`src/rtl/rx_edge_bit_sampler.sv`:
```
// UART RX timing stage: 2-flop line synchroniser, oversample edge/bit counters
// and a three-point majority-vote bit sampler centred on the middle of each bit.
module rx_edge_bit_sampler #(
  parameter int PRESCALE_W  = 6,
  parameter int BIT_CNT_W   = 5,
  parameter int BIT_CNT_MAX = 31
) (
  input  logic                  clk_based_on_prescale,
  input  logic                  asy_reset,
  input  logic                  RX_IN,
  input  logic [PRESCALE_W-1:0] prescale,
  input  logic                  edge_bit_enable,
  input  logic                  data_sampler_enable,
  output logic                  rx_sync,
  output logic [PRESCALE_W-1:0] edge_count,
  output logic [BIT_CNT_W-1:0]  bit_count,
  output logic                  bit_done,
  output logic                  sampled_bit,
  output logic                  sample_valid,
  output logic                  prescale_err
);

  localparam int EW = PRESCALE_W + 1;

  typedef enum logic [1:0] {
    ST_IDLE,
    ST_HAVE_S0,
    ST_HAVE_S1
  } vote_st_e;

  logic                  sync1_q, sync1_d;
  logic                  sync2_q, sync2_d;
  logic [PRESCALE_W-1:0] edge_count_q, edge_count_d;
  logic [BIT_CNT_W-1:0]  bit_count_q, bit_count_d;
  logic                  bit_done_q, bit_done_d;
  logic                  sampled_bit_q, sampled_bit_d;
  logic                  sample_valid_q, sample_valid_d;
  logic                  prescale_err_q, prescale_err_d;
  logic                  s0_q, s0_d;
  logic                  s1_q, s1_d;
  vote_st_e              vote_st_q, vote_st_d;

  logic                  prescale_ok;
  logic [EW-1:0]         edge_ext;
  logic [EW-1:0]         prescale_ext;
  logic [EW-1:0]         mid;
  logic                  wrap;
  logic                  sampler_on;
  logic                  majority;

  assign prescale_ok  = (prescale == PRESCALE_W'(4))  || (prescale == PRESCALE_W'(8)) ||
                        (prescale == PRESCALE_W'(16)) || (prescale == PRESCALE_W'(32));
  assign edge_ext     = {1'b0, edge_count_q};
  assign prescale_ext = {1'b0, prescale};
  assign mid          = prescale_ext >> 1;
  // Widened compare so a prescale lowered mid-bit (or zero) forces a wrap.
  assign wrap         = (edge_ext + EW'(1)) >= prescale_ext;
  assign sampler_on   = edge_bit_enable && data_sampler_enable && prescale_ok;
  assign majority     = (s0_q & s1_q) | (s0_q & sync2_q) | (s1_q & sync2_q);

  always_comb begin
    sync1_d        = RX_IN;
    sync2_d        = sync1_q;
    edge_count_d   = edge_count_q;
    bit_count_d    = bit_count_q;
    bit_done_d     = 1'b0;
    prescale_err_d = !prescale_ok;

    if (!edge_bit_enable) begin
      edge_count_d = '0;
      bit_count_d  = '0;
    end else if (wrap) begin
      edge_count_d = '0;
      bit_done_d   = 1'b1;
      if (bit_count_q != BIT_CNT_W'(BIT_CNT_MAX)) begin
        bit_count_d = bit_count_q + BIT_CNT_W'(1);
      end
    end else begin
      edge_count_d = edge_count_q + PRESCALE_W'(1);
    end

    s0_d           = s0_q;
    s1_d           = s1_q;
    sampled_bit_d  = sampled_bit_q;
    sample_valid_d = 1'b0;
    vote_st_d      = ST_IDLE;

    // The vote needs an unbroken enabled run over mid-1, mid, mid+1.
    if (!sampler_on) begin
      s0_d = 1'b1;
      s1_d = 1'b1;
    end else if (edge_ext == mid - EW'(1)) begin
      s0_d      = sync2_q;
      vote_st_d = ST_HAVE_S0;
    end else if (edge_ext == mid) begin
      s1_d      = sync2_q;
      vote_st_d = (vote_st_q == ST_HAVE_S0) ? ST_HAVE_S1 : ST_IDLE;
    end else if ((edge_ext == mid + EW'(1)) && (vote_st_q == ST_HAVE_S1)) begin
      sampled_bit_d  = majority;
      sample_valid_d = 1'b1;
    end
  end

  always_ff @(posedge clk_based_on_prescale or negedge asy_reset) begin
    if (!asy_reset) begin
      sync1_q        <= 1'b1;
      sync2_q        <= 1'b1;
      edge_count_q   <= '0;
      bit_count_q    <= '0;
      bit_done_q     <= 1'b0;
      sampled_bit_q  <= 1'b1;
      sample_valid_q <= 1'b0;
      prescale_err_q <= 1'b0;
      s0_q           <= 1'b1;
      s1_q           <= 1'b1;
      vote_st_q      <= ST_IDLE;
    end else begin
      sync1_q        <= sync1_d;
      sync2_q        <= sync2_d;
      edge_count_q   <= edge_count_d;
      bit_count_q    <= bit_count_d;
      bit_done_q     <= bit_done_d;
      sampled_bit_q  <= sampled_bit_d;
      sample_valid_q <= sample_valid_d;
      prescale_err_q <= prescale_err_d;
      s0_q           <= s0_d;
      s1_q           <= s1_d;
      vote_st_q      <= vote_st_d;
    end
  end

  assign rx_sync      = sync2_q;
  assign edge_count   = edge_count_q;
  assign bit_count    = bit_count_q;
  assign bit_done     = bit_done_q;
  assign sampled_bit  = sampled_bit_q;
  assign sample_valid = sample_valid_q;
  assign prescale_err = prescale_err_q;

endmodule

```
`config.mk`:
```
export PLATFORM = sky130hd
export DESIGN_NAME = rx_edge_bit_sampler
export DESIGN_NICKNAME = d
export VERILOG_FILES = /design/src/rtl/rx_edge_bit_sampler.sv
export SDC_FILE = /design/constraint.sdc
export NUM_CORES = 1
export LEC_CHECK = 0
export CAP_MARGIN = 20
export CORE_MARGIN = 1.5
export CORE_UTILIZATION = 51
export CTS_BUF_LIST = sky130_fd_sc_hd__clkbuf_16
export DETAILED_ROUTE_END_ITERATION = 7
export PLACE_DENSITY = 0.82
export SLEW_MARGIN = 0
export SYNTH_ARGS = -nofsm -noshare
export SYNTH_HDL_FRONTEND = slang
export SYNTH_SLANG_ARGS = --single-unit
```
`constraint.sdc`:
```
create_clock -name clk_based_on_prescale -period 2.5 [get_ports clk_based_on_prescale]
set_input_delay 0.625 -clock clk_based_on_prescale [delete_from_list [all_inputs] [get_ports clk_based_on_prescale]]
set_output_delay 0.625 -clock clk_based_on_prescale [all_outputs]
set_load 0.01 [all_outputs]
```
# Yosys cells after proc, flatten, opt, wreduce, memory -nomap -nowiden
# Cells that the tools add are included.
# W data, S select, Z words.
[totals] register_bits=21 word_cells=69
[classes] addsub=5 order_cmp=1 eq_ne=15 n_mux=20 bitwise=7 reduce_logical=10
[ops] cell="$mux W5" count=3
[ops] cell="$mux W6" count=2
[ops] cell="$mux W1" count=11
[ops] cell="$mux W2" count=4
[ops] cell="$ne A2 B1 Y1 const B" count=4
[ops] cell="$add A6 B1 Y7 const B" count=1
[ops] cell="$eq A6 B7 Y1" count=1
[ops] cell="$ge A7 B6 Y1" count=1
[ops] cell="$add A5 B1 Y6 const B" count=1
[ops] cell="$add A6 B1 Y6 const B" count=1
[ops] cell="$eq A6 B3 Y1 const B" count=1
[ops] cell="$eq A6 B4 Y1 const B" count=1
[ops] cell="$eq A6 B5 Y1" count=1
[ops] cell="$eq A6 B5 Y1 const B" count=1
[ops] cell="$eq A6 B6 Y1" count=1
[ops] cell="$eq A6 B6 Y1 const B" count=1
[ops] cell="$sub A5 B1 Y6 const B" count=1
[ops] cell="$add A5 B1 Y5 const B" count=1
[ops] cell="$ne A5 B5 Y1 const B" count=1
[ops] cell="$reduce_and A2 Y1" count=2
[ops] cell="$reduce_and A4 Y1" count=1
[ops] cell="$and A1 B1 Y1" count=3
[ops] cell="$logic_and A1 B1 Y1" count=3
[ops] cell="$logic_or A1 B1 Y1" count=3
[ops] cell="6 further kinds" count=8

# Logic depth before layout (Yosys ltp)
[depth] ltp_word=7 ltp_mapped=9 ltp_nobuf=8

# Worst setup path before layout
# Ideal clock, no wire load.
[synth_timing] path_kind="input to register" startpoint="input prescale[1]" endpoint="register sampled_bit_q, in the netlist sampled_bit" setup_ns=0.085 arrival_ns=2.221 slack_ns=0.194 stages=8 path_cell_list="buf_2 inv_1 ha_1 xnor2_1 nor4bb_1 o21ai_1 nor3b_2 mux2_1"
[synth_via] elab_chain_len=6
[synth_rtl] element="from (decl)" line="11" rtl="input logic [PRESCALE_W-1:0] prescale,"
[synth_rtl] element="branches (longest 5 deep; another with $add A5 B1 Y6)"
[synth_rtl] element="$reduce_and A4 Y1 (no line) *"
[synth_rtl] element="to (signal assigned)" line="123" rtl="sampled_bit_q <= sampled_bit_d;"
[synth_rtl] element="to (decl)" line="36" rtl="logic sampled_bit_q, sampled_bit_d;"
# Mark *: on every way between the ends.
# A chain may end at the register's enable or synchronous reset.

# Worst setup path after layout
[layout_timing] startpoint="input prescale[1]" endpoint="register s0_q"
[layout_via] elab_chain_len=6
[layout_rtl] element="branches (longest 6 deep; another with $sub A5 B1 Y6)"
[layout_rtl] element="to (signal assigned)" line="114" rtl="s0_q <= 1'b1;"
[layout_rtl] element="to (signal assigned)" line="126" rtl="s0_q <= s0_d;"
[layout_rtl] element="to (decl)" line="39" rtl="logic s0_q, s0_d;"
# Parallel ways; which one is timed is not known.

==> impl_metrics.yaml <==
layout:
  layout.nets: 218
  area_delta_synth_final_pct: 32.2
  multi_input_area_sq_um: 902
  fillers: 200
  design_area_sq_um: 1980
  regArea_sq_um: 532
  drive_gt1_share_pct: 18.5
  n_antenna_cell: 0
sta:
  finalSetupViolations: 0
  finalCriticalPeriod_ns: 2.36
  hold_viol: 0
  rsz0062_at_grt: "yes"
  fmax_ghz: 0.424
  tns_ns: 0
  tightest_slew_ns: 0.481
  slew_viol_final: 0
  skew_ns: 0.00238
  finalCritPeriodShare_pct: 94.3
  maxSlewHeadroom_pct: 67.7
  postLayoutSetupSlackWorst_ns: 0.141
pwr:
  power_density_nw_per_um2: 456
  vdd_drop_max_mv: 0.733
  power_uw: 904
  power_leakage_uw: 0.000889
clock_tree:
  clock_sinks: 21
  clkLatencyLatePin_ns: 0.25
  numCtsBuffers: 3
  htreeDepth: 1
  cts_root_buffer: "clkbuf_16"
  clock_path_buffers: 2
  cts_tree: "yes"
  path_clk_slew_ns: 0.06
placed_design:
  dp_hpwl_mm: 2.82
  post_dp_cell_area_sq_um: 1870
  pre_cts_slack_ns: -0.287
  port_buffers: 26
  gp_congestion: 0.902
global_routing:
  overflow: 0
  track_usage_pct: 23.5
  grt_pass1_wl_mm: 6.02
  grt_max_degree: 22
  antenna_found_initial: 0
  grt_pass1_vias: 1355
yosys:
  syn_area_per_cell_sq_um: 9.67
  synthCells: 155
  netlist.area_leader.share_pct: 26.7
  ys_top_cells_by_count: "dfrtp_1, ha_1, nand2_1"
  ys_seq_area_share_pct: 35.5
  synth.top_cells.by_area: "dfrtp_1, ha_1, dfstp_2"
  syn-num-nets: 177
  synth_seq_cells: 21
  synth_top_cell_by_area: "dfrtp_1"
  ys_warn_count: 0
  postSynth.asyncResetShare_pct: 100
  synth_most_common_cell: "dfrtp_1"
  ys.flop_type: "dfrtp_1"
  netlist_area_sq_um: 1500
  synth-edff-count: 0
  ys_types: 48
min_path:
  hp-class: "register to register"
critical_path:
  worst_setup_path_start_kind: "primary input"
  critPathBufInv: 2
  path_max_fanout: 2
  crit_type: "primary input to register"
  cp_cell_sequence: "clkdlybuf4s50_1 -> inv_1 -> ha_1 -> xnor2_2 -> or3_1 -> or3_4 -> o211ai_2"
  crit_arrival_ns: 2.54
  cp_top_family: "simple AND/OR/NAND/NOR gates"
  end_kind: "register"
  required_ns: 2.68
  max_stage_delay_ns: 0.47
  cp_slowest_cell: "clkdlybuf4s50_1"
status:
  status: "complete, no violations"
drt:
  routed_wl_mm: 3.62
  ant_nets: 0
  via_per_inst: 5.85
  drtIter0Drc: 44
  dr.pass1.iters: 5
  dr_total_vias: 1323
  avgRoutedWirePerCell_um: 16.0
  drc: 0
floorplan:
  dieHeight_um: 57.2
  start_util_pct: 53.9
  dieArea_sq_um: 3270
  fp-row-count: 19
  core-area_sq_um: 2780
  die_w_um: 57.2
  io_pins: 27
run:
  drv_cap: 0
metrics by stage:
stage / std cells / util, % / hold slack [ns]
2_1_floorplan: 155 / - / 0.329
3_3_place_gp: 222 / 67.3 / 0.348
3_5_place_dp: 222 / 67.3 / 0.347
4_1_cts: 226 / 70.4 / 0.355
5_1_grt: 226 / 71.3 / 0.362
6_report: 226 / 71.3 / 0.356
cells in the final DEF, fill, tap and decap left out, types with 2 or more instances in the layout:
cell,Yosys,routed
nand2b_1,5,5
a211oi_1,2,2
mux2i_1,3,3
o211ai_1,5,5
or3_1,5,5
nand2_1,11,11
nor2_1,4,4
nor4b_1,3,3
clkdlybuf4s50_1,0,26
inv_1,9,9
nand4_1,3,3
clkbuf_16,0,3
xnor2_1,8,7
o31ai_1,3,3
ha_1,11,11
nor2b_1,5,5
o21a_1,2,2
and3_1,3,3
dfrtp_1,16,16
a21o_1,2,2
o21ai_0,3,3
buf_4,1,18
xor2_1,4,4
dfstp_2,5,5
nand3_1,7,7
o21ai_1,3,3
a31oi_1,4,4
kinds of logic after synthesis:
logic type	count (synthesis)	synth area share, %
adder cells (fa/ha/maj)	12	9.85
AO/OA/AOI/OAI	32	15.7
flip-flops	21	35.5
buffers and inverters	17	6.26
AND/OR/NAND/NOR	57	23.0
XOR/XNOR	12	7.01
multiplexers	4	2.75
path summary, 6_finish.rpt:
path,from,to,slack (ns),depth (start not counted)
worst max-delay path,prescale[1],s0_q,0.14,7
worst min-delay path,sync1_q,rx_sync,0.36,0
worst max register to register,edge_count[1],bit_count[4],0.15,8
worst min register to register,sync1_q,rx_sync,0.36,0
max in group asynchronous,asy_reset,s0_q,1.52,2
min in group asynchronous,asy_reset,prescale_err,0.71,2
what timing repair did:
item / in CTS / in global routing
resized for setup: 1 / 3
pin swaps: 0 / 2
endpoints found under the setup margin: 1 / 1
hold buffers: 0 / 0
buffers inserted: 0 / 0
state kept, by name, summed over array words and instances (netlist names):
register	flops
edge_count	6
bit_done	1
prescale_err	1
sync1_q	1
s0_q	1
sample_valid	1
rx_sync	1
vote_st_q	2
bit_count	5
sampled_bit	1
s1_q	1
power by group:
group	internal [uW]	switching, uW	leakage, uW
Clock	215	123	0.0000409
Sequential	351	15.7	0.000269
Combinational	100	98.0	0.000579
area by class of cell:
type / count / share of cell area [%]
clock buffers: 3 / 3.79
well taps: 31 / 1.96
multi-input cells: 117 / 45.5
inverters: 9 / 1.70
repair buffers: 44 / 19.9
clock inverters: 1 / 0.253
flip-flops and latches: 21 / 26.8
per-layer routing:
layer	GRT usage, %	part of all wire [%]
met1	28.8	43
met2	41.7	52
met3	4.76	3.3
met4	6.64	1.5
met5	0	0
No activity file was read; power rests on OpenSTA's default activity.
==> RTL change 1, RTL diff (same flow settings) <==
Register the inputs `RX_IN`, `prescale`, `edge_bit_enable` and `data_sampler_enable` before use, without a reset. The logic sees them one clock later.
--- a/src/rtl/rx_edge_bit_sampler.sv
+++ b/src/rtl/rx_edge_bit_sampler.sv
@@ -29,4 +29,16 @@
   } vote_st_e;
 
+  logic RX_IN_q;
+  logic [PRESCALE_W-1:0] prescale_q;
+  logic edge_bit_enable_q;
+  logic data_sampler_enable_q;
+
+  always_ff @(posedge clk_based_on_prescale) begin
+    RX_IN_q               <= RX_IN;
+    prescale_q            <= prescale;
+    edge_bit_enable_q     <= edge_bit_enable;
+    data_sampler_enable_q <= data_sampler_enable;
+  end
+
   logic                  sync1_q, sync1_d;
   logic                  sync2_q, sync2_d;
@@ -49,16 +61,16 @@
   logic                  majority;
 
-  assign prescale_ok  = (prescale == PRESCALE_W'(4))  || (prescale == PRESCALE_W'(8)) ||
-                        (prescale == PRESCALE_W'(16)) || (prescale == PRESCALE_W'(32));
+  assign prescale_ok  = (prescale_q == PRESCALE_W'(4))  || (prescale_q == PRESCALE_W'(8)) ||
+                        (prescale_q == PRESCALE_W'(16)) || (prescale_q == PRESCALE_W'(32));
   assign edge_ext     = {1'b0, edge_count_q};
-  assign prescale_ext = {1'b0, prescale};
+  assign prescale_ext = {1'b0, prescale_q};
   assign mid          = prescale_ext >> 1;
   // Widened compare so a prescale lowered mid-bit (or zero) forces a wrap.
   assign wrap         = (edge_ext + EW'(1)) >= prescale_ext;
-  assign sampler_on   = edge_bit_enable && data_sampler_enable && prescale_ok;
+  assign sampler_on   = edge_bit_enable_q && data_sampler_enable_q && prescale_ok;
   assign majority     = (s0_q & s1_q) | (s0_q & sync2_q) | (s1_q & sync2_q);
 
   always_comb begin
-    sync1_d        = RX_IN;
+    sync1_d        = RX_IN_q;
     sync2_d        = sync1_q;
     edge_count_d   = edge_count_q;
@@ -67,5 +79,5 @@
     prescale_err_d = !prescale_ok;
 
-    if (!edge_bit_enable) begin
+    if (!edge_bit_enable_q) begin
       edge_count_d = '0;
       bit_count_d  = '0;
Behaviour: not the same (a bounded check fails within 4 cycles, from zero or initial values and one cycle with asy_reset low).
==> RTL change 1 against the original RTL <==
  * Total power rose by 39%
  * Highest routed layer unchanged
  * Cell area grew 6.7%
  * Worst setup slack better by 4.8 ps
  * Routed wire length fell by 2.6%
  * Sequential cell count increased by 9
  * Worst hold slack lost 63 ps
  * Area after synthesis up 12%
==> RTL change 1: results (changes against the original RTL) <==
Routing
  – Initial drt markers: 55 (+25%)
  – Via density: 5.811 (-0.74%)
  – Met1 WL: 1.437 mm (-7.1%)
  – DR pass1 iterations: 4 (-1)
  – Met2 Wirelength: 1.793 mm (-5.6%)
  – Metal3 WL: 215 µm (+79%)
  – Average routed wire per standard cell: 14.82 µm (-7.5%)
  – Via count: 1383 (+4.5%)

Synthesis
  – Syn Nets: 186 (+5.1%)
  – Mapped Cells: 164 (+5.8%)
  – Post-synthesis async set-or-reset flop share: 70.00% (-30 points)
  – Distinct cells, synth: 49 (+2.1%)
  – Post-synthesis mux area share: 2.459% (-0.30 points)
  – Synth Area in XOR/XNOR: 6.259% (-0.75 points)
  – Compound-gate portion of the synthesized area: 14.01% (-1.7 points)
  – Post-synthesis adder-cell area fraction: 8.793% (-1.1 points)
  – Area contributors post-synth: dfrtp_1 24%, dfxtp_1 11%, ha_1 8.2%
  – Top post-synthesis cells by count: 16 x dfrtp_1, 11 x ha_1, 11 x nand2_1, 9 x dfxtp_1, 9 x inv_1
  – Sequential area share after synthesis: 42.40% (+6.9 points)

Worst setup path
  – R2r startpoint: edge_count[0]$_DFF_PN0_
  – Worst Path Arrival: 2550 ps (about the same)
  – RR Endpoint: bit_count[0]$_DFFE_PN0P_

Place
  – RePlAce Congestion: 0.9076 (+0.64%)
  – HPWL Detailed: 2.578 mm (-8.5%)
  – Placed insts: 230 (+3.6%)
  – Placed instance area: 1964 µm² (+4.9%)
  – Pre-CTS setup slack: 141.0 ps (+428.1 ps)

GRT
  – Number of global-route vias before repair: 1240 (-8.5%)
  – First-pass GRT wire length: 5.727 mm (-4.8%)
  – Met3 usage: 7.889% (+3.1 points)
  – Grt met1 use: 26.25% (-2.6 points)
  – Largest net degree at the start of global routing: 22 (unchanged)
  – Grt met2 use: 36.18% (-5.5 points)

Power and ir drop
  – Register share of total power: 42.0% (+1.4 points)
  – Switching part of the total: 24.84% (-1.4 points)
  – Clk. pwr: 574 µW (+70%)
  – IR drop worst, VDD: 0.4758 mV (-35%)
  – Int Power: 944.8 µW (+42%)
  – Leak: 0.0009174 µW (+3.2%)

Timing
  – Skew final: 5.163 ps (+2.787 ps)
  – Fin crit share: 94.16% (-0.19 points)
  – Max_slew headroom: 68.78% (+1.1 points)

Clock tree
  – Post-CTS Resized: 0 (-1)
  – Num CTS Buffers: 5 (+2)
  – H-tree levels: 2 (+1)
  – Worst-skew pair later-pin latency: 280 ps (+30 ps)

Finish
  – Layout cells sized above 1: 11.86% (-6.6 points)

Run status
  – Run status: complete, no violations
## RTL change 1: changes by cell type in the layout (fill, tap and decap cells not counted), sizes merged
cell      delta
buf         -14
dfxtp        +9
clkbuf       +2
clkinv       +1
clkinvlp     +1
## RTL change 1: how the worst min path moves through the flow
stage / startpoint / end / slack [ps]
global placement: RX_IN_q$_DFF_P_ / sync1_q$_DFF_PN1_ / 290
global route: RX_IN_q$_DFF_P_ / sync1_q$_DFF_PN1_ / 310
finish: RX_IN_q$_DFF_P_ / sync1_q$_DFF_PN1_ / 290
CTS: RX_IN_q$_DFF_P_ / sync1_q$_DFF_PN1_ / 290
floorplan: RX_IN_q$_DFF_P_ / sync1_q$_DFF_PN1_ / 280
detailed placement: RX_IN_q$_DFF_P_ / sync1_q$_DFF_PN1_ / 290
## RTL change 1: worst max-delay path, cell delays in order, from the launching register on
cell       delay, ps
dfrtp_1          450
ha_1             260
and3_1           210
xor2_1           160
ha_1             330
o2111ai_1        130
o21a_1           290
a21oi_4          230
mux2i_1          210
## RTL change 1: metrics by stage
stage          util (%)  hold slack [ps]
4_1_cts           67.86            294.6
3_3_place_gp      63.31            288.3
6_report          68.15            293.1
5_1_grt           68.15            306.1
3_5_place_dp      63.31            287.4
2_1_floorplan         -            283.9
## RTL change 1: cell type report
| type | instances | area (µm²) |
|---|---|---|
| Timing Repair Buffer | 30 | 290.3 |
| Multi-Input combinational cell | 117 | 880.8 |
| Tap cell | 44 | 55.05 |
| Fill cell | 243 | 988.4 |
| Clock buffer | 5 | 125.1 |
| Inverter | 9 | 33.78 |
| Clock inverter | 3 | 16.27 |
| Sequential cell | 30 | 713.2 |
==> RTL change 2, RTL diff (config.mk and constraints unchanged) <==
Without the edit above. Change the parameter `BIT_CNT_W` from 5 to 10.
--- a/src/rtl/rx_edge_bit_sampler.sv
+++ b/src/rtl/rx_edge_bit_sampler.sv
@@ -3,5 +3,5 @@
 module rx_edge_bit_sampler #(
   parameter int PRESCALE_W  = 6,
-  parameter int BIT_CNT_W   = 5,
+  parameter int BIT_CNT_W   = 10,
   parameter int BIT_CNT_MAX = 31
 ) (
Interface: changed (resized bit_count); port bits go from 27 to 32. No check against the original RTL was run, so the function may have changed too.
==> RTL change 2 against the original RTL <==
  * Worst setup slack worse by 72 ps
  * Register-to-register slack worse by 80 ps
  * Sequential cell count grew 5
  * Cell area up 27%
  * Routed wire length increased by 36%
  * Non-clock buffer count rose by 16
  * Area after synthesis is 20% higher
  * Total power up 27%
  * Synthesized cell count rose by 18%
  * Largest cell class unchanged
  * Highest routed layer unchanged
==> RTL change 2: results (changes against the original RTL) <==
Finish
  – Layout cells sized above 1: 28.57% (+10 points)
  – Fin cells: 284 (+26%)
  – Fillers: 257 (+28%)
  – Max reg flops: 10 (+4)
  – Final nets: 260 (+19%)

Synthesis
  – Mean Syn Cell Area: 9.839 µm² (+1.7%)
  – Top post-synthesis cells by count: 21 x dfrtp_1, 12 x nand2_1, 10 x ha_1, 10 x nor2_1
  – Distinct cells, synth: 59 (+23%)
  – Sequential area share after synthesis: 36.48% (+1.0 points)
  – Area contributors post-synth: dfrtp_1 29%, dfstp_2 7.3%, ha_1 6.9%

Place
  – RePlAce Congestion: 0.9036 (+0.20%)
  – Pre-CTS setup slack: -325.6 ps (-38.40 ps)
  – HPWL Detailed: 3.438 mm (+22%)
  – Placed instance area: 2288 µm² (+22%)
  – Port Buffer Count: 31 (+19%)
  – Placed insts: 276 (+24%)

Power and ir drop
  – Leak: 0.001099 µW (+24%)
  – IR drop worst, VDD: 0.4133 mV (-44%)

Routing
  – Initial drt markers: 108 (+150%)
  – Met1 WL: 1.926 mm (+24%)
  – Met2 Wirelength: 2.533 mm (+33%)
  – Metal3 WL: 218 µm (+82%)
  – Via density: 5.894 (+0.69%)
  – DR pass1 iterations: 4 (-1)

Worst setup path
  – R2r startpoint: edge_count[1]$_DFF_PN0_
  – R2R setup slack: 70 ps (-80 ps)
  – Slowest cell on the critical path: or4_1
  – Crit path max fanout: 6 (+4)
  – RR Endpoint: bit_count[8]$_DFFE_PN0P_
  – Max incr delay on CP: 500 ps (+30 ps)

Timing
  – Max_slew headroom: 68.74% (+1.0 points)
  – Skew final: 6.891 ps (+4.516 ps)

GRT
  – Total Routing Usage GR: 25.67% (+2.2 points)
  – Number of global-route vias before repair: 1758 (+30%)
  – Largest net degree at the start of global routing: 27 (+23%)

Floorplan
  – Area of the core: 3363 µm² (+21%)

Clock tree
  – Post-CTS Resized: 5 (+4)

Run status
  – Run status: complete, no violations
[RTL change 2: cell count changes after synthesis, sizes merged, moves of 5 or more]
| cell | change |
|---|---|
| dfrtp | +5 |
| o211ai | -6 |
| a21oi | +8 |
| nor2 | +6 |
| or4 | +6 |
| and3 | +5 |
| or3 | -5 |
| nor3 | +6 |
[RTL change 2: how the worst max path moves through the flow]
stage	start	end	slack, ps	cells after the start
final	edge_count[1]$_DFF_PN0_	bit_count[8]$_DFFE_PN0P_	70	9
after floorplan	edge_count[0]$_DFF_PN0_	bit_count[4]$_DFFE_PN0P_	90	9
after detailed placement	prescale[2]	sampled_bit$_DFFE_PN1P_	-330	8
after CTS	prescale[1]	sampled_bit$_DFFE_PN1P_	4	8
after global placement	prescale[1]	sampled_bit$_DFFE_PN1P_	-260	8
after global routing	edge_count[1]$_DFF_PN0_	bit_count[9]$_DFFE_PN0P_	-30	9
[RTL change 2: kinds of logic after synthesis]
kind of cell	after synthesis	share of synthesized area, %
adder cells (fa/ha/maj)	11	7.505
buffers and inverters	18	5.629
multiplexers	3	1.946
AO/OA/AOI/OAI	38	16.68
AND/OR/NAND/NOR	74	24.60
XOR/XNOR	13	7.158
flip-flops	26	36.48
[RTL change 2: report_power, final]
group / switching, µW / total (µW) / internal (µW)
clock network: 141 / 460 / 319
registers: 16.0 / 448 / 432
logic: 121 / 240 / 119
[RTL change 2: cell type report]
cell class,instances,area (µm²),share of cell area [%]
flip-flops and latches,26,659.4,26.30
well taps,46,57.56,2.295
repair buffers,60,534.3,21.31
inverters,9,33.78,1.347
clock inverters,1,30.03,1.198
multi-input cells,139,1117,44.56
clock buffers,3,75.07,2.994
[RTL change 2: routing by layer]
layer	vias up	global-route usage [%]
li1	783	-
met1	816	28.30
met2	54	47.18
met3	21	4.324
met4	0	13.06
met5	-	0
